[src/rtl/instr_sequencer.sv]
// Program sequencer for the instruction ROM. It drives the ROM address, decodes
// each returned word and issues EXEC commands to the datapath over a
// valid/ready handshake. It also handles jumps, conditional jumps, timed waits
// and halt.
//
// Ports:
//   clk        system clock, rising edge
//   rst        asynchronous active-low reset
//   start      one-cycle request to run from address 0 (IDLE/HALTED only)
//   rom_data   instruction word {op field, operand}, combinational on pc_addr
//   cond_flag  datapath condition; JZ jumps when it is 0
//   exec_ready execution unit accepts the pending command
//   pc_addr    program counter / ROM address
//   exec_valid command pending on exec_op/exec_data
//   exec_op    upper half of the issued EXEC word
//   exec_data  lower half of the issued EXEC word
//   busy       high in FETCH, ISSUE and DELAY
//   halted     high in HALTED
//   err        sticky flag, set by an out-of-range jump target
module instr_sequencer #(
  parameter int unsigned WIDTH               = 8,
  parameter int unsigned INSTRACTION_NUMBERS = 4
) (
  input  logic               clk,
  input  logic               rst,
  input  logic               start,
  input  logic [2*WIDTH-1:0] rom_data,
  input  logic               cond_flag,
  input  logic               exec_ready,
  output logic [WIDTH-1:0]   pc_addr,
  output logic               exec_valid,
  output logic [WIDTH-1:0]   exec_op,
  output logic [WIDTH-1:0]   exec_data,
  output logic               busy,
  output logic               halted,
  output logic               err
);

  localparam logic [WIDTH-1:0] LastPc = WIDTH'(INSTRACTION_NUMBERS - 1);

  localparam logic [2:0] OpExec = 3'd1;
  localparam logic [2:0] OpJmp  = 3'd2;
  localparam logic [2:0] OpJz   = 3'd3;
  localparam logic [2:0] OpWait = 3'd4;
  localparam logic [2:0] OpHalt = 3'd5;

  typedef enum logic [2:0] {StIdle, StFetch, StIssue, StDelay, StHalted} state_e;

  state_e           state_q, state_d;
  logic [WIDTH-1:0] pc_q, pc_d;
  logic [WIDTH-1:0] cnt_q, cnt_d;
  logic             valid_q, valid_d;
  logic [WIDTH-1:0] op_q, op_d;
  logic [WIDTH-1:0] data_q, data_d;
  logic             busy_q, busy_d;
  logic             halted_q, halted_d;
  logic             err_q, err_d;

  logic [2:0]       op;
  logic [WIDTH-1:0] operand;
  logic [WIDTH-1:0] pc_inc;
  logic             target_ok;

  assign op        = rom_data[WIDTH+2:WIDTH];
  assign operand   = rom_data[WIDTH-1:0];
  assign pc_inc    = (pc_q == LastPc) ? '0 : pc_q + 1'b1;
  assign target_ok = (operand <= LastPc);

  always_comb begin
    state_d = state_q;
    pc_d    = pc_q;
    cnt_d   = cnt_q;
    valid_d = valid_q;
    op_d    = op_q;
    data_d  = data_q;
    err_d   = err_q;

    unique case (state_q)
      StIdle, StHalted: begin
        if (start) begin
          pc_d    = '0;
          err_d   = 1'b0;
          state_d = StFetch;
        end
      end
      StFetch: begin
        case (op)
          OpExec: begin
            op_d    = rom_data[2*WIDTH-1:WIDTH];
            data_d  = operand;
            valid_d = 1'b1;
            state_d = StIssue;
          end
          OpJmp, OpJz: begin
            // JZ with cond_flag set falls through; otherwise both take the jump.
            if (op == OpJz && cond_flag) begin
              pc_d = pc_inc;
            end else if (target_ok) begin
              pc_d = operand;
            end else begin
              err_d   = 1'b1;
              state_d = StHalted;
            end
          end
          OpWait: begin
            if (operand == '0) begin
              pc_d = pc_inc;
            end else begin
              cnt_d   = operand;
              state_d = StDelay;
            end
          end
          OpHalt:  state_d = StHalted;
          default: pc_d = pc_inc;
        endcase
      end
      StIssue: begin
        if (exec_ready) begin
          valid_d = 1'b0;
          pc_d    = pc_inc;
          state_d = StFetch;
        end
      end
      StDelay: begin
        if (cnt_q == WIDTH'(1)) begin
          pc_d    = pc_inc;
          state_d = StFetch;
        end else begin
          cnt_d = cnt_q - 1'b1;
        end
      end
      default: state_d = StIdle;
    endcase

    // Status flags are registered from the next state so they track state_q.
    busy_d   = (state_d == StFetch) || (state_d == StIssue) || (state_d == StDelay);
    halted_d = (state_d == StHalted);
  end

  always_ff @(posedge clk or negedge rst) begin
    if (!rst) begin
      state_q  <= StIdle;
      pc_q     <= '0;
      cnt_q    <= '0;
      valid_q  <= 1'b0;
      op_q     <= '0;
      data_q   <= '0;
      busy_q   <= 1'b0;
      halted_q <= 1'b0;
      err_q    <= 1'b0;
    end else begin
      state_q  <= state_d;
      pc_q     <= pc_d;
      cnt_q    <= cnt_d;
      valid_q  <= valid_d;
      op_q     <= op_d;
      data_q   <= data_d;
      busy_q   <= busy_d;
      halted_q <= halted_d;
      err_q    <= err_d;
    end
  end

  assign pc_addr    = pc_q;
  assign exec_valid = valid_q;
  assign exec_op    = op_q;
  assign exec_data  = data_q;
  assign busy       = busy_q;
  assign halted     = halted_q;
  assign err        = err_q;

endmodule
[config.mk]
export PLATFORM = sky130hd
export DESIGN_NAME = instr_sequencer
export DESIGN_NICKNAME = d
export VERILOG_FILES = /design/src/rtl/instr_sequencer.sv
export SDC_FILE = /design/constraint.sdc
export NUM_CORES = 1
export LEC_CHECK = 0
export CAP_MARGIN = 25
export CORE_MARGIN = 5
export CORE_UTILIZATION = 45
export CTS_CLUSTER_SIZE = 16
export DETAILED_ROUTE_END_ITERATION = 8
export GPL_TIMING_DRIVEN = 0
export HOLD_SLACK_MARGIN = 0.05
export PLACE_DENSITY_LB_ADDON = 0.15
export SLEW_MARGIN = 40
export SYNTH_ARGS = -nofsm -noshare
export SYNTH_HDL_FRONTEND = slang
export SYNTH_SLANG_ARGS = --single-unit
[constraint.sdc]
create_clock -name clk -period 1.6 [get_ports clk]
set_clock_uncertainty 0.05 [all_clocks]
set_input_delay 0.16 -clock clk [delete_from_list [all_inputs] [get_ports clk]]
set_output_delay 0.16 -clock clk [all_outputs]
set_load 0.02 [all_outputs]
==> results.py <==
metrics = {
    "status": {
        "status": "finished, violations left",
        "violations": "negative setup slack",
    },
    "detailed_routing": {
        "wirelength_um": 5610,
        "drt-vias-per-instance": 5.64,
        "vias": 1866,
        "avgRoutedWirePerCell_um": 17.0,
        "antenna_left": 0,
        "drt_iter0_drc": 134,
        "drtPass1Iterations": 4,
        "route.detailed.drc": 0,
    },
    "placed_design": {
        "hpwl_um": 3810,
        "gp_congestion": 0.861,
        "placed_area_um2": 2690,
        "port_buffers": 48,
    },
    "logic_synthesis": {
        "synthArstFlopShare_pct": 100,
        "netlist.area_leader.share_pct": 45.9,
        "yosysUniqueCellTypes": 53,
        "synth.largest_area_cell": "dfrtp_1",
        "synth_area_um2": 2120,
        "seq_area_frac_synth_pct": 45.9,
        "synth_seq_cells": 39,
        "synth_edf_count": 0,
        "synth-xor-area-share_pct": 0.412,
        "synth-adder-area-share_pct": 1.77,
        "synth_compound_area_share_pct": 20.8,
        "yosys.area_share.simple_pct": 19.2,
        "yosys_warnings": 0,
        "synthCells": 202,
        "synth.area.top_cells": "dfrtp_1 46%, mux2_2 6.9%, nor2_1 3.4%",
        "synthMuxAreaShare_pct": 8.13,
        "synth-main-ff-cell": "dfrtp_1",
        "syn_avg_cell_area_um2": 10.5,
        "synth_top_family_by_area": "compound AO/OA/AOI/OAI gates",
        "synth.net_count": 226,
    },
    "cts": {
        "numClockSinks": 39,
        "clock_latency_ns": 0.29,
        "htreeDepth": 2,
        "clockRootBuffer": "clkbuf_8",
        "cts_tree": "built",
        "clockBufferDepth": 2,
        "cts.clk_slew.worst_paths_ns": 0.08,
        "cts_buffers": 5,
    },
    "power_and_ir_drop": {
        "peakVddDrop_v": 0.000918,
        "power_density_nw_per_um2": 1950,
        "total_leakage_power_nw": 1.40,
    },
    "hold_path": {
        "holdPathStages": 3,
        "hp-start": "rom_data[9]",
        "hold_path_end": "err",
        "hold_class": "in2reg",
    },
    "finish": {
        "final_cell_mix": "37 x dfrtp_1, 33 x clkdlybuf4s50_1, 18 x nor2_1",
        "multiInputGateArea_um2": 1160,
        "antenna_cells": 0,
        "seqCellArea_um2": 978,
        "drive_above_1_share_pct": 28.2,
        "fillCellCount": 379,
        "fin_area_um2": 3070,
        "fin_util_pct": 66.0,
        "final_common_cell": "dfrtp_1",
        "area_delta_synth_final_pct": 44.7,
        "final_nets": 300,
    },
    "timing": {
        "finalWorstSetupSlack_ns": -0.209,
        "clock.fmax_mhz": 553,
        "setup_tns_ns": -4.35,
        "maxSlewViolCount": 0,
        "finalCriticalPeriod_ns": 1.81,
        "rsz0062_at_grt": "true",
        "finalSetupViolations": 29,
        "tightest_slew_ns": 0.493,
        "fin_crit_sh_pct": 113,
        "relSlewSlack_pct": 67.1,
        "hold_viol_final": 0,
    },
    "critical_path": {
        "r2r_setup_slack_ns": -0.21,
        "reg2reg_depth": 7,
        "cp.required_ns": 1.72,
        "crit_fanout": 8,
        "worstReg2RegStart": "state_q[1]",
        "crit_type": "reg2reg",
        "cp-end-kind": "register",
        "start_kind": "register",
        "reg2reg_to": "pc_addr[5]",
        "cp.arrival_ns": 1.93,
    },
    "global_routing": {
        "grtUsageTotal_pct": 19.5,
        "grt_overflow": 0,
        "first_global_vias": 1882,
        "grt_pass1_wl_um": 9480,
        "antenna_found_initial": 0,
        "grt_max_degree": 40,
    },
    "job": {
        "drv_cap": 0,
    },
    "die": {
        "rows": 25,
        "io_pins": 49,
        "fp.dieArea_um2": 6200,
        "start_util_pct": 45.6,
        "die_x_um": 78.7,
        "core_area_um2": 4660,
        "dieHeight_um": 78.7,
    },
}
registers in the layout (all words and copies together), names as in the netlist:
| signal | count |
|---|---|
| cnt_q | 8 |
| exec_data | 8 |
| exec_op | 8 |
| pc_addr | 8 |
| state_q | 3 |
| busy | 1 |
| err | 1 |
| exec_valid | 1 |
| halted | 1 |
power breakdown:
| part | switching [W] | internal (W) | leakage [nW] | total (W) |
|---|---|---|---|---|
| combinational | 0.00174 | 0.00162 | 0.858 | 0.00337 |
| sequential | 0.000335 | 0.00142 | 0.485 | 0.00176 |
| clock | 0.000360 | 0.000505 | 0.0612 | 0.000865 |
| total | 0.00244 | 0.00355 | 1.40 | 0.00599 |
synthesized netlist by cell type (4+ instances only):
cell type,number
and2_1,4
inv_1,6
dfrtp_1,39
nand2b_1,4
nand3_1,4
a21oi_1,11
a31oi_1,4
o21ai_0,4
o2bb2ai_1,4
mux2_2,13
nor2_1,19
a22oi_1,7
nor2b_1,4
o21ai_1,5
o31ai_1,6
nand2_1,14
area by class of cell:
cell class              count  area share [%]
multi-input cells         150            37.7
inverters                   8            1.22
well taps                  54            2.20
repair buffers             67            21.7
clock inverters             2            1.14
clock buffers               6            2.69
flip-flops and latches     39            31.8
plain buffers               5            1.51
worst max path at each step:
stage	from	to	slack [ns]	depth (start not counted)
2_1_floorplan	state_q[2]	cnt_q[1]	-0.22	6
3_3_place_gp	rom_data[4]	cnt_q[1]	-0.69	7
3_5_place_dp	rom_data[4]	cnt_q[1]	-0.69	7
4_1_cts	cnt_q[1]	cnt_q[0]	-0.22	9
5_1_grt	cnt_q[1]	cnt_q[6]	-0.30	9
6_report	state_q[1]	pc_addr[5]	-0.21	7
kinds of logic after synthesis:
group	after synthesis
AOI/OAI and AO/OA	61
xor gates and xnor gates	1
adders and majority gates	3
buffers and inverters	13
DFF	39
muxes	15
and+or+nand+nor	70
metal layers:
metal  share of wire (%)  global-route usage, %  vias to the layer above
met2                  48                   31.3                       56
met1                  45                   27.1                      911
li1                    -                      -                      892
met4                 1.1                   5.77                        0
met5                   0                      0                        -
met3                 5.7                   3.17                        7
worst max-delay path, cell delays in order, from the launching register on:
cell and delay, ns:
dfrtp_2 0.41, buf_4 0.15, or3b_4 0.41, o21ai_4 0.08
a21oi_4 0.06, buf_6 0.15, a211o_1 0.26, o2bb2ai_1 0.12
timing repair:
| action | 4_1_cts | 5_1_grt |
|---|---|---|
| gates resized for setup | 30 | 12 |
| buffers inserted | 16 | 1 |
| hold buffers | 1 | 0 |
| endpoints found under the setup margin | 35 | 41 |
| endpoints found under the hold margin | 39 | 0 |
| pin swaps | 9 | 4 |
| gates cloned | 1 | 0 |
per-stage QoR:
stage,std cells,setup WS [ns],hold WS (ns),total power [W]
global placement,304,-0.687,0.401,0.00472
detailed placement,304,-0.688,0.113,0.00475
finish,331,-0.209,0.244,0.00599
global route,331,-0.303,0.242,0.00639
floorplan,202,-0.220,-0.186,0.00365
CTS,330,-0.216,0.345,0.00598
No activity file was read; power rests on OpenSTA's default activity.
